`config.mk`:
```
export PLATFORM = sky130hd
export DESIGN_NAME = mul_unit
export DESIGN_NICKNAME = d
export VERILOG_FILES = /design/src/rtl/mul_unit.sv
export SDC_FILE = /design/constraint.sdc
export NUM_CORES = 1
export LEC_CHECK = 0
export CAP_MARGIN = 5
export CORE_MARGIN = 2
export CORE_UTILIZATION = 40
export DETAILED_ROUTE_END_ITERATION = 8
export PLACE_DENSITY_LB_ADDON = 0.12
export SLEW_MARGIN = 15
export SYNTH_ARGS = -nofsm -noshare
export SYNTH_HDL_FRONTEND = slang
export SYNTH_SLANG_ARGS = --single-unit
```
`constraint.sdc`:
```
create_clock -name clk_i -period 5.55 [get_ports clk_i]
set_input_delay 1.11 -clock clk_i [delete_from_list [all_inputs] [get_ports clk_i]]
set_output_delay 1.11 -clock clk_i [all_outputs]
set_load 0.05 [all_outputs]
```
`src/rtl/mul_unit.sv`:
```
`default_nettype none
// ============================================================================
// Module   : mul_unit
// Purpose  : Multi-cycle multiply / multiply-accumulate unit owning the
//            architectural HI/LO registers. Radix-2 shift-add core, 32
//            iterations, with a Busy/Done handshake to pipeline control.
// Revision : 1.0 - initial release
// ============================================================================
module mul_unit (
  input  logic        clk_i,
  input  logic        rst_i,
  input  logic        start_i,
  input  logic        special2_i,
  input  logic [5:0]  func_i,
  input  logic [31:0] a_i,
  input  logic [31:0] b_i,
  output logic        busy_o,
  output logic        done_o,
  output logic [31:0] result_o,
  output logic [31:0] hi_o,
  output logic [31:0] lo_o
);

  typedef enum logic [1:0] {
    S_IDLE   = 2'd0,
    S_CALC   = 2'd1,
    S_FINISH = 2'd2
  } state_t;

  typedef enum logic [3:0] {
    OP_NONE  = 4'd0,
    OP_MULT  = 4'd1,
    OP_MULTU = 4'd2,
    OP_MADD  = 4'd3,
    OP_MADDU = 4'd4,
    OP_MSUB  = 4'd5,
    OP_MSUBU = 4'd6,
    OP_MUL   = 4'd7,
    OP_MFHI  = 4'd8,
    OP_MTHI  = 4'd9,
    OP_MFLO  = 4'd10,
    OP_MTLO  = 4'd11
  } op_t;

  state_t      state_q,  state_d;
  op_t         op_q,     op_d;
  logic [4:0]  cnt_q,    cnt_d;
  logic [63:0] mcand_q,  mcand_d;   // multiplicand, shifted left each step
  logic [31:0] mplier_q, mplier_d;  // multiplier, shifted right each step
  logic [63:0] prod_q,   prod_d;    // unsigned partial product (magnitude)
  logic        sign_q,   sign_d;
  logic [31:0] hi_q,     hi_d;
  logic [31:0] lo_q,     lo_d;
  logic [31:0] result_q, result_d;
  logic        done_q,   done_d;

  op_t         op_dec;
  logic        op_signed;
  logic [31:0] mag_a;
  logic [31:0] mag_b;
  logic [63:0] prod_final;

  // Decode {Special2,Func} into an internal opcode; OP_NONE marks illegal codes
  always_comb begin
    op_dec = OP_NONE;
    if (special2_i) begin
      case (func_i)
        6'b000000: op_dec = OP_MADD;
        6'b000001: op_dec = OP_MADDU;
        6'b000010: op_dec = OP_MUL;
        6'b000100: op_dec = OP_MSUB;
        6'b000101: op_dec = OP_MSUBU;
        default:   op_dec = OP_NONE;
      endcase
    end else begin
      case (func_i)
        6'b011000: op_dec = OP_MULT;
        6'b011001: op_dec = OP_MULTU;
        6'b010000: op_dec = OP_MFHI;
        6'b010001: op_dec = OP_MTHI;
        6'b010010: op_dec = OP_MFLO;
        6'b010011: op_dec = OP_MTLO;
        default:   op_dec = OP_NONE;
      endcase
    end
  end

  // Signed ops multiply magnitudes and re-apply the sign at the end
  assign op_signed  = (op_dec == OP_MULT) || (op_dec == OP_MADD) ||
                      (op_dec == OP_MSUB) || (op_dec == OP_MUL);
  assign mag_a      = (op_signed && a_i[31]) ? (~a_i + 32'd1) : a_i;
  assign mag_b      = (op_signed && b_i[31]) ? (~b_i + 32'd1) : b_i;
  assign prod_final = sign_q ? (~prod_q + 64'd1) : prod_q;

  // Next-state and datapath logic; everything holds unless updated below
  always_comb begin
    state_d  = state_q;
    op_d     = op_q;
    cnt_d    = cnt_q;
    mcand_d  = mcand_q;
    mplier_d = mplier_q;
    prod_d   = prod_q;
    sign_d   = sign_q;
    hi_d     = hi_q;
    lo_d     = lo_q;
    result_d = result_q;
    done_d   = 1'b0;

    case (state_q)
      S_IDLE: begin
        if (start_i && (op_dec != OP_NONE)) begin
          case (op_dec)
            OP_MTHI: begin hi_d     = a_i;  done_d = 1'b1; end
            OP_MTLO: begin lo_d     = a_i;  done_d = 1'b1; end
            OP_MFHI: begin result_d = hi_q; done_d = 1'b1; end
            OP_MFLO: begin result_d = lo_q; done_d = 1'b1; end
            default: begin
              op_d     = op_dec;
              sign_d   = op_signed & (a_i[31] ^ b_i[31]);
              mcand_d  = {32'd0, mag_a};
              mplier_d = mag_b;
              prod_d   = 64'd0;
              cnt_d    = 5'd0;
              state_d  = S_CALC;
            end
          endcase
        end
      end

      S_CALC: begin
        if (mplier_q[0]) begin
          prod_d = prod_q + mcand_q;
        end
        mcand_d  = {mcand_q[62:0], 1'b0};
        mplier_d = {1'b0, mplier_q[31:1]};
        cnt_d    = cnt_q + 5'd1;
        if (cnt_q == 5'd31) begin
          state_d = S_FINISH;
        end
      end

      S_FINISH: begin
        case (op_q)
          OP_MULT, OP_MULTU: {hi_d, lo_d} = prod_final;
          OP_MADD, OP_MADDU: {hi_d, lo_d} = {hi_q, lo_q} + prod_final;
          OP_MSUB, OP_MSUBU: {hi_d, lo_d} = {hi_q, lo_q} - prod_final;
          OP_MUL:            result_d     = prod_final[31:0];
          default:           result_d     = result_q;
        endcase
        done_d  = 1'b1;
        state_d = S_IDLE;
      end

      default: state_d = S_IDLE;
    endcase
  end

  // State register with synchronous reset discarding any in-flight operation
  always_ff @(posedge clk_i) begin
    if (rst_i) begin
      state_q  <= S_IDLE;
      op_q     <= OP_NONE;
      cnt_q    <= 5'd0;
      mcand_q  <= 64'd0;
      mplier_q <= 32'd0;
      prod_q   <= 64'd0;
      sign_q   <= 1'b0;
      hi_q     <= 32'd0;
      lo_q     <= 32'd0;
      result_q <= 32'd0;
      done_q   <= 1'b0;
    end else begin
      state_q  <= state_d;
      op_q     <= op_d;
      cnt_q    <= cnt_d;
      mcand_q  <= mcand_d;
      mplier_q <= mplier_d;
      prod_q   <= prod_d;
      sign_q   <= sign_d;
      hi_q     <= hi_d;
      lo_q     <= lo_d;
      result_q <= result_d;
      done_q   <= done_d;
    end
  end

  assign busy_o   = (state_q != S_IDLE);
  assign done_o   = done_q;
  assign result_o = result_q;
  assign hi_o     = hi_q;
  assign lo_o     = lo_q;

endmodule
`default_nettype wire

```
[Yosys cells after proc, flatten, opt, wreduce, memory -nomap -nowiden]
Cells that the tools add are included.
Word-level totals
  output and inout bits: 98
  memories: 0
  bits in read-only memories: 0
  flip-flop bits (word level): 269
  RAM bits: 0
  word-level logic and storage cells: 122
  latch bits: 0
Operators by class
  bitwise gates (word level): 6
  multipliers: 0
  magnitude comparators: 0
  equal/unequal tests: 37
  shift operators: 0
  add/sub/neg operators: 7
  reductions and logical operators: 23
  multiplexer cells: 38
  divide/modulo/power cells: 0
Operator list (count)
  two-way mux 64 bit: 6
  two-way mux 32 bit: 10
  case mux 32 bit (2 select lines): 5
  case mux 64 bit (2 select lines): 2
  case mux 32 bit (3 select lines): 2
  adder 64 bit: 2
  adder 32 x 1 -> 32 bit, second input constant: 2
  adder 64 x 1 -> 64 bit, second input constant: 1
  inverter 32 bit: 2
  inverter 64 bit: 1
  subtractor 64 bit: 1
  == test 6 x 5 -> 1 bit, second input constant: 6
  == test 4 x 3 -> 1 bit, second input constant: 6
  case mux 4 bit (6 select lines): 1
  == test 4 bit, second input constant: 4
  AND reduction 4 bit: 4
  case mux 3 bit (5 select lines): 1
  == test 4 x 2 -> 1 bit, second input constant: 3
  == test 6 x 3 -> 1 bit, second input constant: 2
  two-way mux 5 bit: 2
  inequality test 2 bit, second input constant: 5
  case mux 5 bit (2 select lines): 1
  AND reduction 3 bit: 3
  == test 4 x 1 -> 1 bit, second input constant: 2
  25 further kinds: 37

[Logic depth before layout (Yosys ltp)]
Gate-level depths: netlist (run 1).
  word-level depth: 12
  mapped depth: 28

[Worst setup path before layout (run 1)]
Ideal clock, no wire load.
  path type: register to register
  from: register prod_q[3]
  to: register hi_q[12], in the netlist hi_o[12]
  arrival time: 5.108 ns
  stages on the path, launching flop included: 22
  required time: 5.410 ns
  setup slack: 0.302 ns
  buffers on the path: 2
  library setup time: 0.140 ns
  clock period less this slack: 5.248 ns
  cells stage by stage: dfxtp_1 -> or4_1 -> or4_1 -> clkbuf_1 -> o31ai_1 -> xnor2_1 -> ha_1 -> clkbuf_1 -> nor2b_1 -> a31oi_1 -> a21oi_1 -> a211oi_1 -> a31oi_1 -> o41ai_4 -> o41ai_4 -> nand3_2 -> nand3_2 -> a211o_1 -> a311oi_2 -> xor2_1 -> a221oi_1 -> a2111oi_2
Between the ends
  cells in the longest elaborated chain, start to end: 6
RTL lines
  start: declaration: line 50  | logic [63:0] prod_q, prod_d;
  start signal: assignment: line 178  | prod_q <= prod_d;
  inverter 64 bit: line 93  | assign prod_final = sign_q ? (~prod_q + 64'd1) : prod_q;
  adder 64 x 1 -> 64 bit: line 93
  two-way mux 64 bit (*): line 93
  subtractor 64 bit / adder 64 bit (equally long branches): line 146, 145
  case mux 32 bit (3 select lines) (*): line 143  | case (op_q)
  case mux 32 bit (2 select lines) (*): line 109  | case (state_q)
  end signal: assignment: line 180  | hi_q <= hi_d;
  end: declaration: line 52  | logic [31:0] hi_q, hi_d;
Mark *: on every way between the ends. The rest lies on a longest branch, timed or not.
A chain may end at the register's enable or synchronous reset.

[Worst setup path after layout (run 1)]
  from: register prod_q[9]
  to: register hi_q[28], in the netlist hi_o[28]
Same word-level chain as after synthesis.

==> results of run 1 <==
-- layer usage --
metal  track usage  share of wire
met1        0.4713           0.42
met2        0.5533           0.44
met3       0.06692          0.084
met4        0.1833          0.053
met5             0        0.00033
-- path summary, 6_finish.rpt --
| check | from | to | slack, ns | depth (start not counted) |
|---|---|---|---|---|
| max | prod_q[9]$_SDFFE_PP0P_ | hi_o[28]$_SDFFE_PP0P_ | 0.13 | 22 |
| max reg2reg | prod_q[9]$_SDFFE_PP0P_ | hi_o[28]$_SDFFE_PP0P_ | 0.13 | 22 |
| min | result_o[16]$_SDFFE_PP0P_ | result_o[16]$_SDFFE_PP0P_ | 0.45 | 2 |
| min reg2reg | result_o[16]$_SDFFE_PP0P_ | result_o[16]$_SDFFE_PP0P_ | 0.45 | 2 |
-- area by class of cell --
class,instances,area (um2),share of cell area
Timing Repair Buffer,434,3712,0.1203
Antenna cell,13,32.53,0.001054
Tap cell,846,1059,0.03430
Multi-Input combinational cell,2817,18850,0.6108
Inverter,165,619.3,0.02007
Clock buffer,54,1049,0.03397
Sequential cell,269,5386,0.1745
Clock inverter,12,155.1,0.005027
-- power breakdown --
group / internal, uW / leakage (uW) / switching (uW)
logic: 217 / 0.00992 / 378
clock network: 1370 / 0.000581 / 1030
registers: 1960 / 0.00217 / 24.3
total: 3550 / 0.0127 / 1430
-- registers in the layout, summed over array words and instances, names as in the netlist --
register	count
op_q	4
hi_o	32
cnt_q	5
done_o	1
mcand_q	64
result_o	32
state_q	2
sign_q	1
mplier_q	32
prod_q	64
lo_o	32
-- metrics by stage --
step	std cells	total power (uW)	hold slack [ns]	setup WS, ns
finish	4610	4978	0.4523	0.1252
global route	4609	5126	0.4754	-0.06955
CTS	4593	4995	0.4544	0.01264
floorplan	3485	2310	0.4317	0.3018
detailed placement	4527	2584	0.4498	-0.2164
global placement	4527	2579	0.4408	-0.2061
-- placed cells by master, fill, tap and decap left out, types with 38 or more instances in the layout --
cell type and count:
ha_1 189, a21o_1 58, clkdlybuf4s50_1 170, nor2_1 351, o211ai_1 49, a22oi_1 75
o31ai_1 45, nor3_1 74, inv_1 164, o21ai_0 181, nand3_1 66, dfxtp_1 268
a21oi_1 445, nor2b_1 43, a211oi_1 45, buf_4 261, xor2_1 92, nand2_1 281
o21bai_1 38, xnor2_1 103
-- repair_timing --
action	4_1_cts	5_1_grt
hold buffers	0	0
cloned	0	0
buffers inserted	0	4
gates resized for setup	12	80
endpoints found under the setup margin	15	33
pin swaps	2	11
-- critical path, stage by stage, from the launching register on --
cell and delay [ns]:
dfxtp_1 0.31, or4_4 0.61, nor2_1 0.20, nand2_1 0.15, o41ai_4 0.28, xnor2_2 0.20, ha_2 0.44, inv_1 0.12
a21oi_1 0.15, o211ai_1 0.12, or2_2 0.34, o41ai_4 0.46, o41ai_4 0.12, buf_4 0.18, buf_4 0.13, nand3_2 0.05
nand3_2 0.09, a211o_1 0.34, a311oi_4 0.35, nor3_1 0.13, buf_4 0.17, mux2i_1 0.12, o41ai_1 0.25
-- kinds of logic after synthesis --
logic type	share of synthesized area
xor+xnor	0.07192
buf+inv	0.06011
fa+ha+maj	0.09817
flops	0.2136
compound gates	0.3432
mux	0.01350
simple gates	0.1995
==> results.sh, run 1 <==
export IMPL_setup_viol=0
export IMPL_crit_type="reg2reg"
export IMPL_drtAntennaViolNets=0
export IMPL_clock_latency_ns=0.60
export IMPL_async_flop_share=0
export IMPL_routedWlPerCell_um=25.91
export IMPL_drc_errors=0
export IMPL_synth_flop_cell="dfxtp_1"
export IMPL_cts_sinks=269
export IMPL_clockBufferDepth=3
export IMPL_synth_area_per_cell_um2=7.234
export IMPL_antenna_found_initial=15
export IMPL_routed_wirelength_um=119500
export IMPL_cts_htree_levels=2
export IMPL_outcome="completed"
export IMPL_ys_seq_elements=269
export IMPL_numCtsBuffers=36
export IMPL_slew_viol_final=0
export IMPL_path_max_fanout=7
export IMPL_initial_core_util=0.4018
export IMPL_viasPerCell=6.271
export IMPL_utilization=0.4919
export IMPL_hold_viol=0
export IMPL_grt_overflow=0
export IMPL_tns_ns=0
export IMPL_synth_area_leaders="dfxtp_1 21%, ha_1 9.6%, a21oi_1 9.0%"
export IMPL_ys_seq_area_frac=0.2136
export IMPL_yosysMostFrequentCell="a21oi_1"
export IMPL_hold_class="reg2reg"
export IMPL_synth_top_area_frac=0.2136
export IMPL_nets=3993
export IMPL_fmax_ghz=0.1843
export IMPL_dieArea_mm2=0.06505
export IMPL_final_cell_area_mm2=0.03086
export IMPL_max_cap_viol_count=0
export IMPL_crit_arrival_ns=5.91
export IMPL_required_ns=6.04
export IMPL_syn_to_final_growth_pct=22.42
export IMPL_syn_cell_area_mm2=0.02521
export IMPL_portBuffers=171
export IMPL_yosysUniqueCellTypes=85
export IMPL_grt_pass1_vias=27230
export IMPL_drive_gt1_frac=0.1250
export IMPL_vias=28910
export IMPL_die_x_um=255.0
export IMPL_clockRootBuffer="clkbuf_16"
export IMPL_startpoint_type="flip-flop"
export IMPL_synthCells=3485
export IMPL_period_share=0.9774
export IMPL_grt_pass1_wl_um=175600
export IMPL_slew_headroom=0.1999
export IMPL_endpoint_kind="flip-flop"
export IMPL_gp_congestion=1.018
export IMPL_rsz0062_at_grt="true"
export IMPL_power_density_mw_per_mm2=161.3
export IMPL_cts_tree="done"
export IMPL_skew_ns=0.03431
export IMPL_grt_max_degree=83
export IMPL_drtIter0Drc=2945
export IMPL_yosysWarningCount=0
export IMPL_synth_common_cells="451 x a21oi_1, 359 x nor2_1, 282 x nand2_1"
export IMPL_clkSlewWorstSetupHoldPaths_ns=0.07
export IMPL_placed_area_mm2=0.02914
export IMPL_gr_usage_all_layers=0.3569
export IMPL_fillerInstances=6223
export IMPL_die_height_um=255.0
export IMPL_io_pin_count=172
export IMPL_peakVddDrop_mv=0.2259
export IMPL_synth_fp_nets=3755
export IMPL_coreArea_mm2=0.06274
export IMPL_min_period_ns=5.425
export IMPL_yosys_area_top_type="dfxtp_1"
export IMPL_leakage_uw=0.01267
export IMPL_hpwl_um=92020
export IMPL_tightest_slew_ns=1.199
export IMPL_drt_first_pass_iters=6
export IMPL_core_rowCount=92
export IMPL_synth_edf_count=0
Note: power is estimated with default switching activity, not from simulation.
==> run 2: changes to the inputs <==
CORE_UTILIZATION = 45   (was 40)
==> run 2 against run 1 <==
Final cell count down 0.52%. Sequential share of layout area down 0.61 points. Sequential power about the same. Power up 2.3%. Setup slack worse by 0.097 ns. Utilization up 8.7 points. Critical path type unchanged. Critical endpoint is now hi_o[26]$_SDFFE_PP0P_.
==> results.sh, run 2 (same netlist as run 1, synthesis figures left out) <==
export IMPL_die_x_um=240.7
export IMPL_drtIter0Drc=3588
export IMPL_max_cap_viol_count=0
export IMPL_met2WireLength_um=51570
export IMPL_p_int_uw=3693
export IMPL_final_cell_area_mm2=0.03198
export IMPL_p_clk_frac=0.491
export IMPL_skew_ns=0.01239
export IMPL_drc_errors=0
export IMPL_die_height_um=240.7
export IMPL_required_ns=6.00
export IMPL_pre_cts_ws_ns=-0.3017
export IMPL_nets=4075
export IMPL_coreArea_mm2=0.05520
export IMPL_grt_pass1_wl_um=173900
export IMPL_numCtsBuffers=35
export IMPL_peakVddDrop_mv=0.2447
export IMPL_power_switching_uw=1398
export IMPL_path_max_fanout=4
export IMPL_cts_sinks=269
export IMPL_grt_pass1_vias=27410
export IMPL_portBuffers=171
export IMPL_cts_htree_levels=2
export IMPL_tightest_slew_ns=1.107
export IMPL_layout_setup_ws_ns=0.02823
export IMPL_top_layer="met5"
export IMPL_clock_latency_ns=0.57
export IMPL_reg_largest_list="mcand_q x64, prod_q x64"
export IMPL_layout_cells_non_filler=4586
export IMPL_clkSlewWorstSetupHoldPaths_ns=0.06
export IMPL_met3_length_um=11500
export IMPL_hpwl_um=91050
export IMPL_crit_arrival_ns=5.97
export IMPL_grt_max_degree=88
export IMPL_drive_gt1_frac=0.1642
export IMPL_cpLargestDelayFamily="simple AND/OR/NAND/NOR gates"
export IMPL_endpoint_kind="flip-flop"
export IMPL_setup_viol=0
export IMPL_viasPerCell=6.493
export IMPL_layout_commonest_cell="a21oi_1"
export IMPL_post_place_cells=4499
export IMPL_routedWlPerCell_um=25.98
export IMPL_drt_first_pass_iters=8
export IMPL_cpPeakStageDelay_ns=0.57
export IMPL_hold_viol=0
export IMPL_cts_tree="done"
export IMPL_crit_type="reg2reg"
export IMPL_leakage_uw=0.01315
export IMPL_clockRootBuffer="clkbuf_16"
export IMPL_gp_congestion=1.014
export IMPL_core_rowCount=86
export IMPL_startpoint_type="flip-flop"
export IMPL_power_density_mw_per_mm2=159.2
export IMPL_gr_usage_all_layers=0.3959
export IMPL_clockBufferDepth=3
export IMPL_outcome="completed"
export IMPL_period_share=0.9949
export IMPL_final_cell_mix="436 x a21oi_1, 350 x nor2_1, 342 x buf_4"
export IMPL_min_period_ns=5.522
export IMPL_switching_share=0.2746
export IMPL_vias=29780
export IMPL_initial_core_util=0.4567
export IMPL_p_comb_frac=0.120
export IMPL_io_pin_count=172
export IMPL_slew_viol_final=0
export IMPL_hold_class="reg2reg"
export IMPL_drtAntennaViolNets=0
export IMPL_syn_to_final_growth_pct=26.85
export IMPL_pwr_share_seq=0.389
export IMPL_fmax_ghz=0.1811
export IMPL_cp_slowest_cell="or4_4"
export IMPL_m1WireLength_um=48810
export IMPL_placed_area_mm2=0.02954
export IMPL_crit_buf_inv=5
export IMPL_dieArea_mm2=0.05793
export IMPL_grt_overflow=0
export IMPL_antenna_found_initial=11
export IMPL_rsz0062_at_grt="true"
export IMPL_routed_wirelength_um=119100
export IMPL_slew_headroom=0.2622
export IMPL_tns_ns=0
export IMPL_crit_top_cell="buf_4"
-- run 2: repair_timing --
action	in CTS	in global routing
pin swaps	4	66
resized for setup	21	176
setup buffers	1	16
hold buffers	0	0
endpoints found under the setup margin	16	32
-- run 2: final cells by class --
class | count | area, um2
multi-input cells | 2817 | 19440
inverters | 165 | 619.3
clock inverters | 15 | 245.2
well taps | 748 | 935.9
clock buffers | 47 | 1001
repair buffers | 517 | 4334
flip-flops and latches | 269 | 5386
diodes | 8 | 20.02
fillers | 5242 | 23220
-- run 2: through the flow --
| stage | hold WS, ns | total power, uW | utilization |
|---|---|---|---|
| 6_report | 0.4539 | 5091 | 0.5793 |
| 5_1_grt | 0.4777 | 5221 | 0.5793 |
| 3_5_place_dp | 0.4468 | 2590 | 0.5351 |
| 4_1_cts | 0.4545 | 5084 | 0.5598 |
| 2_1_floorplan | 0.4317 | 2310 | - |
| 3_3_place_gp | 0.4434 | 2583 | 0.5351 |
-- run 2: layer usage --
metal	vias to the layer above	global-route usage
met2	1651	0.6075
met5	-	0
met4	4	0.2114
met3	321	0.06382
met1	14310	0.5319
li1	13490	-
-- run 2: path summary, 6_finish.rpt --
kind / start / end / slack, ns / cells after the start
max: prod_q[19]$_SDFFE_PP0P_ / hi_o[26]$_SDFFE_PP0P_ / 0.03 / 25
min: result_o[17]$_SDFFE_PP0P_ / result_o[17]$_SDFFE_PP0P_ / 0.45 / 2
max reg2reg: prod_q[19]$_SDFFE_PP0P_ / hi_o[26]$_SDFFE_PP0P_ / 0.03 / 25
min reg2reg: result_o[17]$_SDFFE_PP0P_ / result_o[17]$_SDFFE_PP0P_ / 0.45 / 2
-- run 2: power by group through the flow --
stage,logic (uW),registers [uW],clock network (uW)
after floorplan,293,2020,0
after global placement,564,2020,0
after detailed placement,570,2020,0
after CTS,574,1980,2530
after global routing,639,1980,2600
final,612,1980,2500
-- run 2: tightest hold or removal path, stage by stage (launching register included) --
cell and delay (ns):
dfxtp_1 0.31, nand2_1 0.05, a21oi_1 0.05
